File: src/rtl/instr_buffer_pkg.sv
// Shared types and default sizes for the IF->ID instruction buffer.
//   instr_buffer_info_t : one fetched instruction slot (valid, pc, instr, excp, excp_num)
//   *Default constants  : default depth and per-cycle fetch/decode widths
package instr_buffer_pkg;

  localparam int unsigned IbDepthDefault     = 8;
  localparam int unsigned FetchWidthDefault  = 2;
  localparam int unsigned DecodeWidthDefault = 2;

  typedef struct packed {
    logic        valid;
    logic [31:0] pc;
    logic [31:0] instr;
    logic        excp;
    logic [5:0]  excp_num;
  } instr_buffer_info_t;

endpackage

File: src/rtl/instr_buffer.sv
// Circular FIFO between fetch (IF) and decode (ID).
// Absorbs fetch bursts and presents up to DecodeWidth in-order entries per cycle.
// Ports:
//   clk                 : clock, rising edge
//   rst_n               : asynchronous active-low reset
//   flush_i             : synchronous discard of all contents (wins over push/pop)
//   fetch_instr_i       : FetchWidth lanes from fetch, .valid marks a real instruction
//   frontend_stallreq_o : fetch must hold; lanes offered this cycle are dropped
//   backend_instr_o     : DecodeWidth head entries, all-zero beyond the occupied count
//   backend_accept_i    : per-lane consume strobe from decode (must be a prefix)
module instr_buffer
  import instr_buffer_pkg::*;
#(
  parameter int unsigned IbDepth     = IbDepthDefault,
  parameter int unsigned FetchWidth  = FetchWidthDefault,
  parameter int unsigned DecodeWidth = DecodeWidthDefault
) (
  input  logic                   clk,
  input  logic                   rst_n,
  input  logic                   flush_i,
  input  instr_buffer_info_t     fetch_instr_i [FetchWidth],
  output logic                   frontend_stallreq_o,
  output instr_buffer_info_t     backend_instr_o [DecodeWidth],
  input  logic [DecodeWidth-1:0] backend_accept_i
);

  localparam int unsigned PtrW = $clog2(IbDepth);
  localparam int unsigned CntW = PtrW + 1;
  // Stall once fewer than FetchWidth free slots remain.
  localparam logic [CntW-1:0] StallLevel = CntW'(IbDepth - FetchWidth);

  instr_buffer_info_t     mem_q [IbDepth];
  logic [PtrW-1:0]        head_q, tail_q;
  logic [CntW-1:0]        count_q, count_d;
  logic [PtrW-1:0]        slot [FetchWidth];
  logic [CntW-1:0]        push_num, pop_num;
  logic                   push_en, pop_run;
  logic [DecodeWidth-1:0] accept_eff;

  always_comb begin
    // Stall depends only on the registered count, so a full buffer stalls even while popping.
    frontend_stallreq_o = count_q > StallLevel;
    push_en             = !frontend_stallreq_o && !flush_i;

    // Pack valid lanes: each valid lane lands at tail + (valid lanes below it).
    push_num = '0;
    for (int i = 0; i < FetchWidth; i++) begin
      slot[i] = push_num[PtrW-1:0];
      if (fetch_instr_i[i].valid) push_num = push_num + CntW'(1);
    end
    if (!push_en) push_num = '0;

    for (int i = 0; i < DecodeWidth; i++) begin
      if (CntW'(i) < count_q) backend_instr_o[i] = mem_q[head_q + PtrW'(i)];
      else                    backend_instr_o[i] = '0;
      accept_eff[i] = backend_accept_i[i] && backend_instr_o[i].valid;
    end

    // Pop only the leading run of accepted lanes; a gap ends the run.
    pop_num = '0;
    pop_run = 1'b1;
    for (int i = 0; i < DecodeWidth; i++) begin
      if (pop_run && accept_eff[i]) pop_num = pop_num + CntW'(1);
      else                          pop_run = 1'b0;
    end

    count_d = count_q + push_num - pop_num;
  end

  always_ff @(posedge clk or negedge rst_n) begin
    if (!rst_n) begin
      head_q  <= '0;
      tail_q  <= '0;
      count_q <= '0;
      for (int k = 0; k < IbDepth; k++) mem_q[k] <= '0;
    end else if (flush_i) begin
      head_q  <= '0;
      tail_q  <= '0;
      count_q <= '0;
      for (int k = 0; k < IbDepth; k++) mem_q[k].valid <= 1'b0;
    end else begin
      for (int i = 0; i < FetchWidth; i++) begin
        if (push_en && fetch_instr_i[i].valid) mem_q[tail_q + slot[i]] <= fetch_instr_i[i];
      end
      tail_q  <= tail_q + push_num[PtrW-1:0];
      head_q  <= head_q + pop_num[PtrW-1:0];
      count_q <= count_d;
    end
  end

  count_le_depth: assert property (@(posedge clk) disable iff (!rst_n)
    count_q <= CntW'(IbDepth));

  no_push_when_stall: assert property (@(posedge clk) disable iff (!rst_n)
    frontend_stallreq_o |-> (push_num == '0));

  // Checked on lanes that carry a valid entry; accepts on empty lanes are don't-care.
  accept_is_prefix: assert property (@(posedge clk) disable iff (!rst_n)
    (accept_eff & (accept_eff + DecodeWidth'(1))) == '0);

endmodule
File: config.mk
export PLATFORM = sky130hd
export DESIGN_NAME = instr_buffer
export DESIGN_NICKNAME = d
export VERILOG_FILES = /design/src/rtl/instr_buffer_pkg.sv /design/src/rtl/instr_buffer.sv
export SDC_FILE = /design/constraint.sdc
export NUM_CORES = 2
export LEC_CHECK = 0
export ABC_CLOCK_PERIOD_IN_PS = 5700
export BUFFER_PORTS_ARGS = -buffer_cell sky130_fd_sc_hd__buf_4
export CORE_MARGIN = 2
export CORE_UTILIZATION = 62
export CTS_CLUSTER_DIAMETER = 150
export DETAILED_ROUTE_END_ITERATION = 6
export GPL_TIMING_DRIVEN = 1
export HOLD_SLACK_MARGIN = 0.06
export PLACE_DENSITY = 0.9
export SYNTH_ARGS = -nofsm -noshare
export SYNTH_HDL_FRONTEND = slang
export SYNTH_SLANG_ARGS = --single-unit
File: constraint.sdc
create_clock -name clk -period 5.7 [get_ports clk]
set_input_delay 0.57 -clock clk [delete_from_list [all_inputs] [get_ports clk]]
set_output_delay 0.57 -clock clk [all_outputs]
set_load 0.03 [all_outputs]
Word level (Yosys, flattened, before mapping)
Cells that the tools add are included.

storage, ports and cells
  register bits after elaboration = 586
  input port bits = 149

cells by class
  mux-type cells = 34
  reduce and logical (&&, ||, !) cells = 10
  add/sub/neg operators = 8
  bitwise operators = 4
  order comparisons = 9

operator list
  operator                                                              number
  576-bit 2-to-1 mux                                                    3
  576-bit bitwise mux                                                   2
  72-bit 2-to-1 mux                                                     8
  72-bit binary-select mux with 3-bit select                            2
  72-bit demux with 3-bit select                                        2
  4-bit >= comparator, second input constant                            4
  4-bit 2-to-1 mux                                                      4
  3-bit NOT with 4-bit output                                           4
  1-bit 2-to-1 mux                                                      11
  4-bit by 1-bit adder with 4-bit output, second input constant         2
  1-bit logical AND                                                     8
  1-bit by 4-bit < comparator with 1-bit output, first input constant   2
  4-bit by 1-bit < comparator with 1-bit output, second input constant  2
  3-bit adder                                                           2
  3-bit 2-to-1 mux                                                      2
  4-bit adder                                                           1
  4-bit by 3-bit > comparator with 1-bit output, second input constant  1
  4-bit subtractor                                                      1
  3-bit by 1-bit adder with 3-bit output                                1
  3-bit by 1-bit adder with 3-bit output, second input constant         1
  1-bit zero test                                                       2

Longest topological paths before layout
  word-level depth = 11
  mapped depth = 16
  mapped depth without buffers = 13

Worst setup path before layout
OpenSTA, ideal clock, no wires.

  kind = register to register
  start = reg count_q[3]
  end = reg count_q[3]
  stages on the path, launching flop included = 16
  arrival time = 3.478 ns
  slack = 2.090 ns
  clock period less this slack = 3.610 ns
  data required time = 5.568 ns
  setup time = 0.132 ns
  cells stage by stage = dfrtp_1 > buf_2 > inv_1 > ha_1 > nor2b_1 > clkbuf_1 > nor2b_1 > clkbuf_1 > nor2_1 > nand4_1 > fa_1 > ha_1 > a21o_1 > a21oi_1 > xnor2_1 > nor2_1

RTL lines
  item                      line                source
  start: declaration        instr_buffer.sv:34  logic [CntW-1:0] count_q, count_d;
  start signal: assignment  instr_buffer.sv:87  count_q <= count_d;

==> results by group <==
Outcome
  – Outcome: finished, final reports clean

Clock network
  – H-tree depth: 3
  – Clk buf depth: 3
  – Post-CTS resize count: 0
  – CTS buffer count: 66
  – Hold buffer count at CTS: 0
  – Setup bufs post-CTS: 0
  – Clk slew on worst S/H paths: approximately 60 ps
  – CTS tree: built
  – Root buf cell: clkbuf_16
  – Clock sink total: roughly 590
  – Worst skew pair latency: approximately 610 ps

Place
  – Pre-CTS setup slack: approximately 1200 ps
  – Dpl hpwl: 64.0 mm
  – Area after DPL: about 41000 um^2
  – GPL Wtd Cong: about 0.85
  – Port bufs: ~290

Flow run
  – Maxcap violations: 0

Routing
  – Top Layer Used: met5
  – Met3 routed WL: approximately 10 mm
  – Detail Route Antenna Nets: 0
  – Routed wl met2: ~53 mm
  – Avg WL per Cell: 29.4 um
  – Total wire length: approximately 110 mm
  – Vias per cell: around 7.0
  – Vias: approximately 26k
  – Post-route DRC: 0
  – Metal1 wirelength: 41.2 mm
  – Starting DRT DRC Count: about 2.2k
  – Initial DRT Pass Iterations: 5

Critical path
  – Critical Path RT: ~5000 ps
  – Worst-path fanout max: 71
  – Worst setup EP type: primary output
  – Reg-to-reg setup timing slack: between 1000 and 1500 ps
  – Startpoint Class: flop
  – Crit path DAT: 4500 ps
  – RR Startpoint: count_q[3]$_DFF_PN0_
  – Critical path type: reg2out
  – Crit path from: head_q[0]$_DFF_PN0_

Synth
  – Main flop type after synthesis: dfrtp_1
  – Post-synth EDFFs: 0
  – Post-Syn Area: about 38000 um^2
  – Area share of the largest cell type after synthesis: 0.386
  – Synthesized instance count: roughly 2.7k
  – Seq cells post-synth: just under 600
  – Warnings, synthesis: 0
  – Most instantiated cells after synthesis: 742 x mux2_1, 586 x dfrtp_1, 394 x mux2_2
  – Post-synth cell types: 36
  – Synth area leader: dfrtp_1
  – Syn Area/Cell: between 10 and 15 um^2
  – Seq/Total Area, Yosys: 0.386
  – Syn nets: roughly 2.9k
  – Synth area leaders: dfrtp_1 39%, mux2_1 22%, mux4_2 17%
  – Synth async-reset ratio: 1.00
  – Most frequent cell after synthesis: mux2_1

Cells and area
  – Fillers: ~3.8k
  – Final Instance Area: approximately 43000 um^2
  – Multi-input logic area: 22200 um^2
  – FF+latch area: 14700 um^2
  – Final net count: around 3.1k
  – P&R area growth vs syn: 12.5%
  – Layout cells sized above 1: 0.391

Power and ir drop
  – Sw Share: 0.370
  – Seq pwr share: 0.343
  – Cell Pwr Density: approximately 460 nW/um^2
  – Comb power frac: 0.437
  – Clock Power Share: 0.220
  – Psw: between 7 and 8 mW
  – Cell internal pwr: 12.3 mW
  – Leak: around 19 nW
  – VDD IR max: around 420 uV

Global routing
  – First-pass GRT wire length: about 170 mm
  – Antenna violations before repair: 10
  – Number of global-route vias before repair: approximately 28k
  – GRT overflow: 0
  – Largest net degree at the start of global routing: between 150 and 200
  – Total Routing Usage GR: 0.351

STA
  – Max-slew headroom: 0.180
  – Fin. Hold Viols: 0
  – Fin Setup TNS: 0 ps
  – Clk_skew: ~31 ps
  – Final Max Tran Viols: 0
  – Fmax: around 200 MHz
  – Final WS setup: between 600 and 700 ps
  – Setup violators final: 0
  – Final Cycle Share: 0.889
  – Min cycle time layout: 5070 ps
  – RSZ-0062 raised after global routing: no
  – Worst-margin pin slew: ~1200 ps

Die
  – Die width: between 200 and 300 um
  – Rows: 90
  – Die H: roughly 250 um
  – Initial Util: 0.629
  – Die footprint: around 63000 um^2
  – Boundary pin count: about 290
  – Core area: between 60000 and 70000 um^2

Min path
  – Worst hold path type: in2async
==> registers in the layout, indices dropped and copies added (netlist names) <==
signal	count
mem_q	576
tail_q	3
head_q	3
count_q	4
==> cells by family (layout without fill, tap and decap cells) <==
| group | count (synthesis) | after routing | share of synthesized area |
|---|---|---|---|
| buf+inv | 237 | 479 | 0.0332 |
| mux | 1497 | 1497 | 0.526 |
| compound gates | 100 | 100 | 0.0190 |
| xor+xnor | 8 | 8 | 0.00184 |
| flops | 586 | 586 | 0.386 |
| other cells | 0 | 5 | 0 |
| fa+ha+maj | 16 | 16 | 0.00605 |
| simple gates | 268 | 268 | 0.0284 |
==> cells in the final DEF, fill, tap and decap left out, types with 2 or more instances in the layout <==
cell and n:
mux4_2 287, clkinv_2 9, xor2_1 2, clkinv_8 2, buf_12 5, diode_2 5, nand4_1 5, fa_1 4
clkbuf_16 67, nand2_4 4, nor2b_1 6, dfrtp_1 583, mux2i_1 74, nor3_1 5, nor2_1 86, clkbuf_1 14
bufinv_16 3, inv_1 10, nand2_1 149, o32ai_1 7, mux2_1 742, mux2_2 394, a2111oi_4 8, nand2b_1 5
ha_1 11, dfrtp_4 3, clkbuf_8 17, a21oi_1 80, buf_4 345, xnor2_1 4, nor2b_4 2, inv_6 4
==> metal layers <==
layer	up-vias	global-route usage
met5	-	0
met4	12	0.171
met3	369	0.0811
met2	1457	0.566
met1	13600	0.452
li1	10700	-
==> power by group through the flow <==
stage	Combinational, mW	Sequential [mW]	Clock (mW)
floorplan	6.08	6.25	0
global placement	8.11	6.50	0
detailed placement	8.44	6.71	0
CTS	8.53	6.66	4.35
global route	9.02	6.86	4.52
finish	8.54	6.70	4.30
==> layout make-up <==
class                      count  share of cell area
antenna                        5            0.000293
clock buffer                  98              0.0459
clock inverter                19             0.00491
inverter                      11            0.000965
multi-input combinational   1889               0.519
sequential                   586               0.343
tap                          782              0.0229
timing repair buffer         351              0.0632
==> worst max-delay path, stage by stage (launching register included) <==
cell and delay [ps]:
dfrtp_4 970, buf_4 1030, buf_4 740, mux4_2 600
nand2_1 90, a21oi_1 120, buf_4 230
==> metrics by stage <==
| stage | hold slack, ps | std cells | utilization | power [mW] |
|---|---|---|---|---|
| 2_1_floorplan | 274 | 2712 | - | 12.3 |
| 3_3_place_gp | 529 | 3619 | 0.671 | 14.6 |
| 3_5_place_dp | 552 | 3619 | 0.671 | 15.1 |
| 4_1_cts | 107 | 3736 | 0.707 | 19.5 |
| 5_1_grt | 120 | 3740 | 0.707 | 20.4 |
| 6_report | 42.4 | 3741 | 0.707 | 19.5 |
==> worst paths after layout <==
| check | cells after the start | end |
|---|---|---|
| worst max-delay path | 6 | backend_instr_o[33] |
| worst min-delay path | 1 | mem_q[460]$_DFFE_PN0N_ |
| worst max register to register | 13 | count_q[3]$_DFF_PN0_ |
| worst min register to register | 2 | mem_q[215]$_DFF_PN0_ |
| max in group asynchronous | 2 | mem_q[183]$_DFFE_PN0N_ |
| min in group clk | 2 | mem_q[81]$_DFFE_PN0N_ |
No activity file was read; power rests on OpenSTA's default activity.
